==> src/rtl/pci_pkg.sv <==
// Shared definitions for the PCI target controller: bus command codes,
// controller state encoding, default storage depth and the word-index
// wrap helper.
package pci_pkg;

   localparam logic [3:0] CMD_MEM_READ  = 4'b0110;
   localparam logic [3:0] CMD_MEM_WRITE = 4'b0111;

   localparam int DEFAULT_NUM_WORDS = 3;

   typedef enum logic [2:0] {
      ST_IDLE       = 3'd0,
      ST_DECODE     = 3'd1,
      ST_RD_TURN    = 3'd2,
      ST_DATA       = 3'd3,
      ST_TURNAROUND = 3'd4
   } tgt_state_t;

   // Next storage word index, wrapping from the last word back to word 0.
   function automatic logic [1:0] next_index(input logic [1:0] idx, input int num_words);
      logic [1:0] res;
      if ({30'd0, idx} >= 32'(num_words - 1)) res = 2'd0;
      else res = idx + 2'd1;
      return res;
   endfunction

endpackage

==> src/rtl/pci_addr_decode.sv <==
// Combinational address-phase decoder: reports whether the AD/CBE_n pair
// is a memory read or write that falls inside this target's window, and
// which storage word it starts at.
module pci_addr_decode
   import pci_pkg::*;
#(
   parameter logic [31:0] BASE_ADDR = 32'h0000_1000,
   parameter int          NUM_WORDS = DEFAULT_NUM_WORDS
) (
   input  logic [31:0] ad_i,
   input  logic [3:0]  cbe_n_i,
   output logic        hit_o,
   output logic        is_write_o,
   output logic [1:0]  index_o
);

   logic addr_match;
   logic cmd_ok;
   logic idx_ok;
   logic unused_ad_bits;

   // The two lowest address bits carry burst ordering, which this target ignores.
   assign unused_ad_bits = ^ad_i[1:0];

   // Window, command and word-range qualification of the address phase.
   always_comb begin
      addr_match = (ad_i[31:4] == BASE_ADDR[31:4]);
      cmd_ok     = (cbe_n_i == CMD_MEM_READ) || (cbe_n_i == CMD_MEM_WRITE);
      idx_ok     = ({30'd0, ad_i[3:2]} < 32'(NUM_WORDS));
      hit_o      = addr_match && cmd_ok && idx_ok;
      is_write_o = (cbe_n_i == CMD_MEM_WRITE);
      index_o    = ad_i[3:2];
   end

endmodule

==> src/rtl/pci_target_ctrl.sv <==
// PCI target sequencer for the three-word storage. Claims memory
// read/write bursts hitting BASE_ADDR, drives DEVSEL#/TRDY#/STOP# and
// issues per-phase storage strobes, word index and byte enables.
// Optional build macro PCI_TGT_RETRY_EN: disconnect (STOP#) after
// RETRY_LIMIT consecutive storage wait cycles.
//
// Handshake: a data phase transfers on the rising edge that samples both
// IRDY_n and TRDY_n low. TRDY_n is registered, so st_ready sampled at one
// edge decides TRDY_n for the following cycle; st_we pulses in the cycle
// after a write phase transfers.
module pci_target_ctrl
   import pci_pkg::*;
#(
   parameter logic [31:0] BASE_ADDR   = 32'h0000_1000,
   parameter int          NUM_WORDS   = DEFAULT_NUM_WORDS,
   parameter int          RETRY_LIMIT = 8
) (
   input  logic        clk,
   input  logic        RST,
   input  logic        FRAME_n,
   input  logic        IRDY_n,
   input  logic [31:0] AD,
   input  logic [3:0]  CBE_n,
   input  logic        st_ready,
   output logic        DEVSEL_n,
   output logic        TRDY_n,
   output logic        STOP_n,
   output logic        st_re,
   output logic        st_we,
   output logic [1:0]  st_addr,
   output logic [3:0]  st_be,
   output logic [2:0]  state_dbg_o
);

   tgt_state_t state_q, state_d;
   logic       frame_prev_q;
   logic       is_wr_q, is_wr_d;
   logic [1:0] index_q, index_d;
   logic       devsel_n_q, devsel_n_d;
   logic       trdy_n_q, trdy_n_d;
   logic       st_re_q, st_re_d;
   logic       st_we_q, st_we_d;
   logic [1:0] st_addr_q, st_addr_d;
   logic [3:0] st_be_q, st_be_d;

   logic       dec_hit;
   logic       dec_is_write;
   logic [1:0] dec_index;
   logic       phase_done;

`ifdef PCI_TGT_RETRY_EN
   localparam int CNT_W = $clog2(RETRY_LIMIT + 1);
   logic             stop_n_q, stop_n_d;
   logic [CNT_W-1:0] wait_cnt_q, wait_cnt_d;
`else
   localparam int unused_retry_limit = RETRY_LIMIT;
`endif

   pci_addr_decode #(
      .BASE_ADDR (BASE_ADDR),
      .NUM_WORDS (NUM_WORDS)
   ) u_decode (
      .ad_i       (AD),
      .cbe_n_i    (CBE_n),
      .hit_o      (dec_hit),
      .is_write_o (dec_is_write),
      .index_o    (dec_index)
   );

   assign phase_done = (state_q == ST_DATA) && !IRDY_n && !trdy_n_q;

   // Next-state and registered-output decisions; everything released by default.
   always_comb begin
      state_d    = state_q;
      is_wr_d    = is_wr_q;
      index_d    = index_q;
      devsel_n_d = 1'b1;
      trdy_n_d   = 1'b1;
      st_re_d    = 1'b0;
      st_we_d    = 1'b0;
      st_addr_d  = st_addr_q;
      st_be_d    = st_be_q;
`ifdef PCI_TGT_RETRY_EN
      stop_n_d   = 1'b1;
      wait_cnt_d = '0;
`endif
      case (state_q)
         ST_IDLE: begin
            // Only a fresh FRAME# falling edge starts an address phase.
            if (!FRAME_n && frame_prev_q && dec_hit) begin
               state_d = ST_DECODE;
               is_wr_d = dec_is_write;
               index_d = dec_index;
            end
         end
         ST_DECODE: begin
            devsel_n_d = 1'b0;
            st_addr_d  = index_q;
            if (is_wr_q) begin
               state_d  = ST_DATA;
               trdy_n_d = ~st_ready;
            end else begin
               state_d = ST_RD_TURN;
               st_re_d = 1'b1;
            end
         end
         ST_RD_TURN: begin
            devsel_n_d = 1'b0;
            st_re_d    = 1'b1;
            state_d    = ST_DATA;
            trdy_n_d   = ~st_ready;
         end
         ST_DATA: begin
            if (phase_done) begin
               index_d = next_index(index_q, NUM_WORDS);
               if (is_wr_q) begin
                  st_we_d   = 1'b1;
                  st_addr_d = index_q;
                  st_be_d   = ~CBE_n;
               end else begin
                  st_addr_d = index_d;
               end
               if (FRAME_n) begin
                  state_d = ST_TURNAROUND;
               end else begin
                  devsel_n_d = 1'b0;
                  st_re_d    = !is_wr_q;
                  trdy_n_d   = ~st_ready;
               end
            end else if (FRAME_n && IRDY_n) begin
               state_d = ST_TURNAROUND;
`ifdef PCI_TGT_RETRY_EN
            end else if (!stop_n_q) begin
               // Disconnect held until the master drops FRAME#.
               if (FRAME_n) begin
                  state_d = ST_TURNAROUND;
               end else begin
                  devsel_n_d = 1'b0;
                  st_re_d    = !is_wr_q;
                  stop_n_d   = 1'b0;
               end
`endif
            end else begin
               devsel_n_d = 1'b0;
               st_re_d    = !is_wr_q;
               trdy_n_d   = ~st_ready;
`ifdef PCI_TGT_RETRY_EN
               if (!st_ready) begin
                  wait_cnt_d = wait_cnt_q + CNT_W'(1);
                  if (wait_cnt_d == CNT_W'(RETRY_LIMIT)) begin
                     stop_n_d = 1'b0;
                     trdy_n_d = 1'b1;
                  end
               end
`endif
            end
         end
         ST_TURNAROUND: begin
            state_d = ST_IDLE;
         end
         default: begin
            state_d = ST_IDLE;
         end
      endcase
   end

   // State and output registers, cleared asynchronously by RST.
   always_ff @(posedge clk or posedge RST) begin
      if (RST) begin
         state_q      <= ST_IDLE;
         frame_prev_q <= 1'b1;
         is_wr_q      <= 1'b0;
         index_q      <= 2'd0;
         devsel_n_q   <= 1'b1;
         trdy_n_q     <= 1'b1;
         st_re_q      <= 1'b0;
         st_we_q      <= 1'b0;
         st_addr_q    <= 2'd0;
         st_be_q      <= 4'd0;
      end else begin
         state_q      <= state_d;
         frame_prev_q <= FRAME_n;
         is_wr_q      <= is_wr_d;
         index_q      <= index_d;
         devsel_n_q   <= devsel_n_d;
         trdy_n_q     <= trdy_n_d;
         st_re_q      <= st_re_d;
         st_we_q      <= st_we_d;
         st_addr_q    <= st_addr_d;
         st_be_q      <= st_be_d;
      end
   end

`ifdef PCI_TGT_RETRY_EN
   // Wait-cycle counter and registered STOP#.
   always_ff @(posedge clk or posedge RST) begin
      if (RST) begin
         stop_n_q   <= 1'b1;
         wait_cnt_q <= '0;
      end else begin
         stop_n_q   <= stop_n_d;
         wait_cnt_q <= wait_cnt_d;
      end
   end
   assign STOP_n = stop_n_q;
`else
   assign STOP_n = 1'b1;
`endif

   assign DEVSEL_n    = devsel_n_q;
   assign TRDY_n      = trdy_n_q;
   assign st_re       = st_re_q;
   assign st_we       = st_we_q;
   assign st_addr     = st_addr_q;
   assign st_be       = st_be_q;
   assign state_dbg_o = state_q;

endmodule

==> config.mk <==
export PLATFORM = sky130hd
export DESIGN_NAME = pci_target_ctrl
export DESIGN_NICKNAME = d
export VERILOG_FILES = /design/src/rtl/pci_pkg.sv /design/src/rtl/pci_addr_decode.sv /design/src/rtl/pci_target_ctrl.sv
export SDC_FILE = /design/constraint.sdc
export NUM_CORES = 1
export LEC_CHECK = 0
export ABC_CLOCK_PERIOD_IN_PS = 1500
export CORE_MARGIN = 3
export CORE_UTILIZATION = 33
export CTS_CLUSTER_SIZE = 10
export DETAILED_ROUTE_END_ITERATION = 8
export PLACE_DENSITY = 0.74
export REMOVE_ABC_BUFFERS = 1
export SETUP_SLACK_MARGIN = 0.1
export SLEW_MARGIN = 20
export SYNTH_ARGS = -nofsm -noshare
export SYNTH_HDL_FRONTEND = slang
export SYNTH_HIERARCHICAL = 1
export SYNTH_SLANG_ARGS = --single-unit
export TNS_END_PERCENT = 30
==> constraint.sdc <==
create_clock -name clk -period 1.5 [get_ports clk]
set_input_delay 0.3 -clock clk [delete_from_list [all_inputs] [get_ports clk]]
set_output_delay 0.3 -clock clk [all_outputs]
set_load 0.02 [all_outputs]
==> flow_metrics.env <==
export IMPL_start_util_pct=35.5
export IMPL_clock_skew_ns=0.00363
export IMPL_yosysUniqueCellTypes=30
export IMPL_post_route_period_util_pct=118
export IMPL_wl_per_cell_um=14.6
export IMPL_finalPower_w=0.00182
export IMPL_fin_cells=171
export IMPL_cp_slowest_stage_delay_ns=0.35
export IMPL_hpwl_um=1930
export IMPL_cts_sinks=17
export IMPL_power_density_nw_per_um2=1200
export IMPL_setup_slack_ns=-0.266
export IMPL_maxCapViolCount=0
export IMPL_wl_um=2500
export IMPL_viasPerCell=5.12
export IMPL_grt_pass1_wl_um=4170
export IMPL_die_y_um=58.1
export IMPL_grt_setup_unrepaired="true"
export IMPL_synth_top_cell_area_share_pct=39.2
export IMPL_fp_row_count=18
export IMPL_timing_rr_end="index_q[1]"
export IMPL_arrival_ns=1.95
export IMPL_fin_nets=183
export IMPL_cts_tree="yes"
export IMPL_maxSlewViolCount=0
export IMPL_core_um2=2520
export IMPL_highest_layer="met4"
export IMPL_drt_pass1_iterations=4
export IMPL_r2r_start="state_dbg_o[0]"
export IMPL_cts_root_buffer="clkbuf_4"
export IMPL_dp_cells=165
export IMPL_rr_worst_depth=3
export IMPL_die_area_um2=3370
export IMPL_vias=875
export IMPL_setup_viol=4
export IMPL_grt_pass1_vias=959
export IMPL_ant_nets=0
export IMPL_max_freq_mhz=566
export IMPL_die_x_um=58.1
export IMPL_antennaDiodeCount=0
export IMPL_place_congestion=0.768
export IMPL_wl_met2_um=1240
export IMPL_crit_required_ns=1.68
export IMPL_drcViolationCount=0
export IMPL_met1_length_um=976
export IMPL_worst_hold_slack_ns=0.208
export IMPL_synth_top_cell_by_area="dfrtp_1"
export IMPL_reg2reg_slack_ns=-0.03
export IMPL_grt_ovfl_total=0
export IMPL_htreeDepth=1
export IMPL_syn_avg_cell_area_um2=11.6
export IMPL_holdCritPathClass="primary input to async pin"
export IMPL_p_leak_nw=0.739
export IMPL_max_vdd_ir_drop_mv=0.946
export IMPL_met3_length_um=209
export IMPL_clk_pin_slew_worst_paths_ns=0.09
export IMPL_status="complete, but fails checks"
export IMPL_layout_commonest_cell="buf_2"
export IMPL_worstSetupPathType="primary input to register"
export IMPL_yosysSeqAreaShare_pct=48.0
export IMPL_drive_gt1_share_pct=44.0
export IMPL_clk_path_buf_depth=2
export IMPL_clock_latency_ns=0.29
export IMPL_synth_ff_latch_count=17
export IMPL_hold_viol=0
export IMPL_cp_end_kind="register"
export IMPL_syn_area_um2=895
export IMPL_most_common_layout_cells="buf_2, dlygate4sd2_1, dfrtp_1"
export IMPL_numPortBuffers=51
export IMPL_min_period_ns=1.77
export IMPL_dr_first_iter_drc_count=3
export IMPL_areaGrowthSynthToFinish_pct=69.7
export IMPL_io_pins=55
export IMPL_grt_max_degree=13
export IMPL_grt_usage_pct=16.4
export IMPL_worst_path_max_delay_cell="a2111oi_4"
export IMPL_crit_path_start_kind="primary input"
export IMPL_ys_top_cells_by_area="dfrtp_1, dfstp_2, mux2_2, mux2i_1, nor4_1"
export IMPL_critPathMaxFanout=3
export IMPL_cts_made_buffers=3
export IMPL_antenna_found_initial=0
export IMPL_syn_inst=77
export IMPL_yosys_warnings=6
export IMPL_violations="setup timing"
export IMPL_path_cells="buf_6 -> nor4_4 -> nand4_1 -> a2111oi_4 -> nand3b_1 -> o2bb2a_4 -> a221o_1"
## how the worst max path moves through the flow
| stage | to | start | slack (ns) |
|---|---|---|---|
| global placement | is_wr_q | AD[13] | -0.90 |
| detailed placement | is_wr_q | AD[13] | -0.98 |
| finish | index_q[1] | AD[30] | -0.27 |
| CTS | index_q[1] | AD[30] | -0.23 |
| floorplan | is_wr_q | AD[13] | -0.44 |
| global route | index_q[1] | AD[18] | -0.38 |
## worst max-delay path, delay by kind of cell
family                 cells  cell delay [ns]
buffers and inverters      1             0.09
AO/OA/AOI/OAI              3             0.91
AND/OR/NAND/NOR            3             0.63
## cells in the mapped netlist, drive strengths merged
cell,count
mux2i,4
nand2b,1
a2111oi,1
a31o,1
nor2,4
nand3,1
nor4b,1
and2,1
nand4,2
o2bb2a,1
or3,1
nor4,5
a221o,2
dfrtp,14
and4bb,1
o21ai,3
mux2,5
or4,1
a21oi,1
and3b,1
a41oi,1
buf,4
dfstp,3
nand3b,3
and3,4
nor2b,3
a211oi,1
conb,1
inv,6
## sequential cells by signal (all words and copies together) (netlist names)
register / cells
state_dbg_o: 3
st_be: 4
st_we: 1
DEVSEL_n: 1
index_q: 2
frame_prev_q: 1
st_addr: 2
is_wr_q: 1
TRDY_n: 1
st_re: 1
## repair_timing
item                                    4_1_cts  5_1_grt
hold buffers                                  0        0
resized for setup                           125        2
endpoints found under the setup margin       19       12
endpoints found under the hold margin         0        0
buffers inserted                              1        1
pin swaps                                    15        2
## per-stage QoR
| step | area, um2 | utilization (%) | setup slack (ns) | TNS [ns] |
|---|---|---|---|---|
| floorplan | 861 | - | -0.442 | -1.45 |
| global placement | 1490 | 59.1 | -0.904 | -3.31 |
| detailed placement | 1490 | 59.1 | -0.976 | -3.67 |
| CTS | 1520 | 60.3 | -0.232 | -0.628 |
| global route | 1520 | 60.2 | -0.380 | -1.37 |
| finish | 1520 | 60.2 | -0.266 | -0.909 |
## layout make-up
cell class	instances	area, um2
fillers	237	1000
repair buffers	64	512
multi-input cells	50	490
flip-flops and latches	17	429
well taps	30	37.5
clock buffers	4	26.3
inverters	6	22.5
## kinds of logic after synthesis
kind of cell / share of synthesized area [%]
and+or+nand+nor: 22.0
buffers and inverters: 6.29
other: 0.419
DFF: 48.0
muxes: 10.8
AOI/OAI and AO/OA: 12.6
## layer usage
metal / vias to the layer above / global-route usage (%)
li1: 410 / -
met1: 413 / 18.5
met2: 46 / 27.4
met3: 6 / 4.68
met4: 0 / 9.60
met5: - / 0
## where the power goes
| part | internal, W | total (W) | switching [W] |
|---|---|---|---|
| clock | 0.000104 | 0.000245 | 0.000142 |
| combinational | 0.000466 | 0.000885 | 0.000419 |
| sequential | 0.000590 | 0.000685 | 0.0000951 |
| total | 0.00116 | 0.00182 | 0.000655 |
Power figures use the tool's default switching activity.
